--- config.mk ---
export PLATFORM = sky130hd
export DESIGN_NAME = vga_sync_rx
export DESIGN_NICKNAME = d
export VERILOG_FILES = /design/src/rtl/vga_sync_rx.sv
export SDC_FILE = /design/constraint.sdc
export NUM_CORES = 1
export LEC_CHECK = 0
export BUFFER_PORTS_ARGS = -buffer_cell sky130_fd_sc_hd__buf_2
export CAP_MARGIN = 0
export CORE_MARGIN = 1
export CORE_UTILIZATION = 58
export CTS_BUF_LIST = sky130_fd_sc_hd__clkbuf_4 sky130_fd_sc_hd__clkbuf_8 sky130_fd_sc_hd__clkbuf_16
export DETAILED_ROUTE_END_ITERATION = 12
export GPL_ROUTABILITY_DRIVEN = 0
export PLACE_DENSITY = 0.85
export SLEW_MARGIN = 20
export SYNTH_ARGS = -nofsm -noshare
export SYNTH_HDL_FRONTEND = slang
export SYNTH_SLANG_ARGS = --single-unit
export TNS_END_PERCENT = 100
--- constraint.sdc ---
create_clock -name clk -period 4.1 [get_ports clk]
set_clock_uncertainty 0.05 [all_clocks]
set_input_delay 0.41 -clock clk [delete_from_list [all_inputs] [get_ports clk]]
set_output_delay 0.41 -clock clk [all_outputs]
set_load 0.01 [all_outputs]
--- src/rtl/vga_sync_rx.sv ---
// VGA sync receiver: measures line/frame timing, locks after clean frames, tracks x/y and captures one probed pixel.
// Optional error counter enabled by defining VGA_SYNC_RX_ERR_CNT_EN.
module vga_sync_rx #(
    parameter int H_TOT       = 800,
    parameter int V_TOT       = 525,
    parameter int LOCK_FRAMES = 2
) (
    input  logic        clk,
    input  logic        rst_n,
    input  logic        hsync_n,
    input  logic        vsync_n,
    input  logic        active,
    input  logic [7:0]  red,
    input  logic [7:0]  green,
    input  logic [9:0]  probe_x,
    input  logic [9:0]  probe_y,
    output logic [9:0]  x,
    output logic [9:0]  y,
    output logic        locked,
    output logic        line_err,
    output logic        frame_err,
    output logic        frame_start,
    output logic [15:0] probe_pixel,
    output logic        probe_valid,
    output logic [15:0] err_cnt
);

    typedef enum logic [1:0] {
        SEARCH  = 2'd0,
        ACQUIRE = 2'd1,
        LOCKED  = 2'd2
    } state_t;

    state_t      state_q, state_d;
    logic        hs_q, vs_q, act_q;
    logic [10:0] h_meas_q, h_meas_d;
    logic [9:0]  v_meas_q, v_meas_d;
    logic        h_seen_q, h_seen_d;
    logic        v_seen_q, v_seen_d;
    logic        dirty_q, dirty_d;
    logic [7:0]  good_q, good_d;
    logic        locked_q, locked_d;
    logic        line_err_q, line_err_d;
    logic        frame_err_q, frame_err_d;
    logic        frame_start_q, frame_start_d;
    logic [9:0]  x_q, x_d;
    logic [9:0]  y_q, y_d;
    logic [15:0] probe_pixel_q, probe_pixel_d;
    logic        probe_valid_q, probe_valid_d;

    logic        hs_fall, vs_fall, act_fall;
    logic [11:0] h_meas_inc;
    logic [9:0]  v_meas_eff;
    logic        line_bad, frame_bad, clean, resync, cap;

    always_comb begin
        hs_fall  = hs_q & ~hsync_n;
        vs_fall  = vs_q & ~vsync_n;
        act_fall = act_q & ~active;

        h_meas_inc = {1'b0, h_meas_q} + 12'd1;
        line_bad   = hs_fall & h_seen_q & (h_meas_inc != 12'(H_TOT));

        // an hsync fall coinciding with the vsync fall belongs to the frame that is ending
        v_meas_eff = (hs_fall && (v_meas_q != 10'h3FF)) ? v_meas_q + 10'd1 : v_meas_q;
        frame_bad  = vs_fall & v_seen_q & (v_meas_eff != 10'(V_TOT));

        clean  = ~dirty_q & ~line_bad & ~frame_bad;
        resync = (state_q == LOCKED) & (line_err_q | frame_err_q);

        h_meas_d = h_meas_q;
        if (hs_fall) begin
            h_meas_d = '0;
        end else if (h_meas_q != 11'h7FF) begin
            h_meas_d = h_meas_q + 11'd1;
        end
        h_seen_d = resync ? 1'b0 : (h_seen_q | hs_fall);

        v_meas_d = vs_fall ? '0 : v_meas_eff;
        v_seen_d = resync ? 1'b0 : (v_seen_q | vs_fall);
        dirty_d  = vs_fall ? 1'b0 : (dirty_q | line_bad);

        state_d = state_q;
        good_d  = good_q;
        case (state_q)
            SEARCH: begin
                if (vs_fall) begin
                    state_d = ACQUIRE;
                    good_d  = '0;
                end
            end
            ACQUIRE: begin
                if (vs_fall) begin
                    if (clean) begin
                        good_d = good_q + 8'd1;
                        if (good_d == 8'(LOCK_FRAMES)) begin
                            state_d = LOCKED;
                        end
                    end else begin
                        good_d = '0;
                    end
                end
            end
            LOCKED: begin
                if (line_err_q || frame_err_q) begin
                    state_d = SEARCH;
                    good_d  = '0;
                end
            end
            default: begin
                state_d = SEARCH;
                good_d  = '0;
            end
        endcase

        locked_d      = (state_d == LOCKED);
        line_err_d    = line_bad;
        frame_err_d   = frame_bad;
        frame_start_d = vs_fall;

        x_d = x_q;
        if (hs_fall) begin
            x_d = '0;
        end else if (active && (x_q != 10'h3FF)) begin
            x_d = x_q + 10'd1;
        end

        y_d = y_q;
        if (vs_fall) begin
            y_d = '0;
        end else if (act_fall && (y_q != 10'h3FF)) begin
            y_d = y_q + 10'd1;
        end

        cap           = locked_q & active & (x_q == probe_x) & (y_q == probe_y);
        probe_pixel_d = cap ? {green, red} : probe_pixel_q;
        probe_valid_d = cap;
    end

    always_ff @(posedge clk or negedge rst_n) begin
        if (!rst_n) begin
            state_q       <= SEARCH;
            hs_q          <= 1'b0;
            vs_q          <= 1'b0;
            act_q         <= 1'b0;
            h_meas_q      <= '0;
            v_meas_q      <= '0;
            h_seen_q      <= 1'b0;
            v_seen_q      <= 1'b0;
            dirty_q       <= 1'b0;
            good_q        <= '0;
            locked_q      <= 1'b0;
            line_err_q    <= 1'b0;
            frame_err_q   <= 1'b0;
            frame_start_q <= 1'b0;
            x_q           <= '0;
            y_q           <= '0;
            probe_pixel_q <= '0;
            probe_valid_q <= 1'b0;
        end else begin
            state_q       <= state_d;
            hs_q          <= hsync_n;
            vs_q          <= vsync_n;
            act_q         <= active;
            h_meas_q      <= h_meas_d;
            v_meas_q      <= v_meas_d;
            h_seen_q      <= h_seen_d;
            v_seen_q      <= v_seen_d;
            dirty_q       <= dirty_d;
            good_q        <= good_d;
            locked_q      <= locked_d;
            line_err_q    <= line_err_d;
            frame_err_q   <= frame_err_d;
            frame_start_q <= frame_start_d;
            x_q           <= x_d;
            y_q           <= y_d;
            probe_pixel_q <= probe_pixel_d;
            probe_valid_q <= probe_valid_d;
        end
    end

`ifdef VGA_SYNC_RX_ERR_CNT_EN
    logic [15:0] err_cnt_q, err_cnt_d;
    logic [16:0] err_sum;

    always_comb begin
        err_sum   = {1'b0, err_cnt_q} + 17'(line_err_q) + 17'(frame_err_q);
        err_cnt_d = err_sum[16] ? 16'hFFFF : err_sum[15:0];
    end

    always_ff @(posedge clk or negedge rst_n) begin
        if (!rst_n) begin
            err_cnt_q <= '0;
        end else begin
            err_cnt_q <= err_cnt_d;
        end
    end

    assign err_cnt = err_cnt_q;
`else
    assign err_cnt = '0;
`endif

    assign x           = x_q;
    assign y           = y_q;
    assign locked      = locked_q;
    assign line_err    = line_err_q;
    assign frame_err   = frame_err_q;
    assign frame_start = frame_start_q;
    assign probe_pixel = probe_pixel_q;
    assign probe_valid = probe_valid_q;

endmodule
==> flow_metrics.env <==
export IMPL_status="finished, final reports clean"
export IMPL_switchingPower_uw=503.2
export IMPL_seq_area_um2=1952
export IMPL_wl_um=9420
export IMPL_synth_edf_count=0
export IMPL_n_antenna_cell=0
export IMPL_reg2reg_depth=8
export IMPL_fillers=519
export IMPL_hold_viol=0
export IMPL_slew_headroom_pct=37.04
export IMPL_max_stage_delay_ns=0.53
export IMPL_finalCritPeriodShare_pct=75.79
export IMPL_drc=0
export IMPL_intPower_uw=1206
export IMPL_path_class="flip-flop to flip-flop"
export IMPL_dpl_hpwl_um=6757
export IMPL_setup_tns_ns=0
export IMPL_die_y_um=87.11
export IMPL_ys_ff_latch=78
export IMPL_ant_nets=0
export IMPL_cts_tree="yes"
export IMPL_ir_drop_mv=0.2257
export IMPL_async_flop_share_pct=100.0
export IMPL_pwr_density_cell_nw_per_um2=353.5
export IMPL_syn_to_final_growth_pct=15.07
export IMPL_endpoint_kind="flip-flop"
export IMPL_clockRootBuffer="clkbuf_8"
export IMPL_path_delay_family="compound AO/OA/AOI/OAI gates"
export IMPL_io_pins=98
export IMPL_cts_post_setup_buffers_inserted=0
export IMPL_final_util_pct=70.00
export IMPL_grt_max_degree=79
export IMPL_critical_path_buf_inv_count=0
export IMPL_grt_pass1_wl_um=15200
export IMPL_holdWs_ns=0.1306
export IMPL_multi_input_area_um2=2081
export IMPL_worstPathCellList="ha_1, nand3b_1, a311o_2, xnor2_1, or4_4, o41ai_4, nand3_2, o22ai_1"
export IMPL_cts_made_buffers=9
export IMPL_final_cell_mix="80 x buf_2, 78 x dfrtp_1, 39 x nor2_1"
export IMPL_via_count=3507
export IMPL_drive_above_1_share_pct=24.07
export IMPL_cp_start_kind="flip-flop"
export IMPL_grtUsageTotal_pct=25.99
export IMPL_slew_violations=0
export IMPL_drt_iter0_markers=276
export IMPL_initial_utilization_pct=60.83
export IMPL_clkLatencyLatePin_ns=0.35
export IMPL_rr_endpoint="good_q[7]$_DFFE_PN0P_"
export IMPL_finalSetupViolCount=0
export IMPL_rrSetupSlack_ns=0.99
export IMPL_p_comb_share_pct=14.1
export IMPL_arrival_ns=3.32
export IMPL_clock_path_buffers=2
export IMPL_ys_seq_area_share_pct=46.46
export IMPL_vias_per_cell=5.778
export IMPL_cp_required_ns=4.32
export IMPL_p_seq_share_pct=51.9
export IMPL_path_max_fanout=8
export IMPL_fmax_mhz=321.8
export IMPL_synth_area_um2=4202
export IMPL_yosysWarnings=0
export IMPL_h_tree_depth=3
export IMPL_clk_pin_slew_ns=0.09
export IMPL_swShare_pct=29.44
export IMPL_nets=553
export IMPL_rsz0062_at_grt="no"
export IMPL_cts_resized=0
export IMPL_synth_top_flop_cell="dfrtp_1"
export IMPL_leakagePower_uw=0.002291
export IMPL_cts_sinks=78
export IMPL_die_width_um=87.11
export IMPL_placed_cells=591
export IMPL_dr_pass1_iters=5
export IMPL_grt_overflow_total=0
export IMPL_synth_cells=425
export IMPL_yosysUniqueCellTypes=59
export IMPL_portBuffers=81
export IMPL_die_area_um2=7588
export IMPL_hold_buffers=0
export IMPL_worstHoldPathType="primary input to asynchronous set/reset pin"
export IMPL_drv_cap=0
export IMPL_fin_cells=607
export IMPL_syn_area_per_cell_um2=9.886
export IMPL_coreArea_um2=6907
export IMPL_grt_pass1_vias=3252
export IMPL_reg2reg_from="v_meas_q[0]$_DFF_PN0_"
export IMPL_layout_commonest_cell="buf_2"
export IMPL_pwr_share_clk_pct=34.0
export IMPL_fp_row_count=30
export IMPL_antenna_found_initial=0
export IMPL_slowest_stage="or4_4"
export IMPL_fin_crit_ns=3.107
export IMPL_worst_slew_pin_slew_ns=0.9444
export IMPL_wl_per_cell_um=15.52
per-stage QoR:
stage               instance area, um^2  power, uW  worst slack [ns]
finish                             4835       1709            0.9926
global route                       4835       1794            0.8283
CTS                                4835       1718             1.013
detailed placement                 4632       1135             1.046
global placement                   4632       1122             1.177
floorplan                          4258       1046             1.365
logic make-up (layout without fill, tap and decap cells):
kind of cell / after synthesis / in the layout / share of synthesized area, %
AND/OR/NAND/NOR: 156 / 156 / 19.65
buffers and inverters: 43 / 114 / 5.360
other: 1 / 16 / 0.08925
flip-flops: 78 / 78 / 46.46
AO/OA/AOI/OAI: 77 / 77 / 12.24
XOR/XNOR: 44 / 44 / 9.172
multiplexers: 20 / 20 / 5.241
adder cells (fa/ha/maj): 6 / 6 / 1.787
power by group through the flow:
stage | combinational [uW] | sequential [uW] | clock [uW]
final | 242 | 886 | 581
after CTS | 242 | 884 | 592
after global routing | 274 | 894 | 626
after detailed placement | 237 | 899 | 0
after global placement | 228 | 894 | 0
after floorplan | 160 | 886 | 0
area by class of cell:
type	instances	area share, %
sequential	78	40.37
multi-input combinational	319	43.04
timing repair buffer	83	8.747
tap	96	2.484
clock inverter	6	1.475
inverter	15	1.165
clock buffer	10	2.717
metal layers:
metal / share of wire (%) / track usage [%] / up-vias
met5: 0 / 0 / -
met4: 1.8 / 11.18 / 0
met3: 7.1 / 4.739 / 20
met2: 48 / 43.09 / 165
met1: 43 / 33.60 / 1651
li1: - / - / 1671
state kept, by name, indices dropped and copies added, names as in the netlist, 2 cells and up:
name and count:
good_q 8, y 10, x 10, probe_pixel 16, h_meas_q 11, v_meas_q 10, state_q 2
worst max-delay path by stage:
stage | slack, ns | start | depth (start not counted) | to
floorplan | 1.36 | v_meas_q[6]$_DFF_PN0_ | 8 | state_q[0]$_DFF_PN0_
detailed placement | 1.05 | v_meas_q[0]$_DFF_PN0_ | 8 | good_q[7]$_DFFE_PN0P_
global route | 0.83 | v_meas_q[0]$_DFF_PN0_ | 8 | locked$_DFF_PN0_
global placement | 1.18 | v_meas_q[0]$_DFF_PN0_ | 8 | good_q[7]$_DFFE_PN0P_
CTS | 1.01 | v_meas_q[0]$_DFF_PN0_ | 8 | good_q[7]$_DFFE_PN0P_
finish | 0.99 | v_meas_q[0]$_DFF_PN0_ | 8 | good_q[7]$_DFFE_PN0P_
synth_stat cells, drive strengths merged, types with 7 or more instances:
cell type | number | area share [%]
nand2 | 27 | 2.4
mux2 | 16 | 4.3
nand3 | 25 | 3.1
inv | 15 | 1.3
a21oi | 18 | 2.1
xor2 | 25 | 5.2
buf | 19 | 3.2
nor3 | 8 | 1.1
or3 | 7 | 1.0
dfrtp | 78 | 46
nand4 | 14 | 2.1
clkbuf | 9 | 0.83
xnor2 | 19 | 4.0
o21ai | 22 | 2.6
nor2 | 39 | 3.5
No activity file was read; power rests on OpenSTA's default activity.
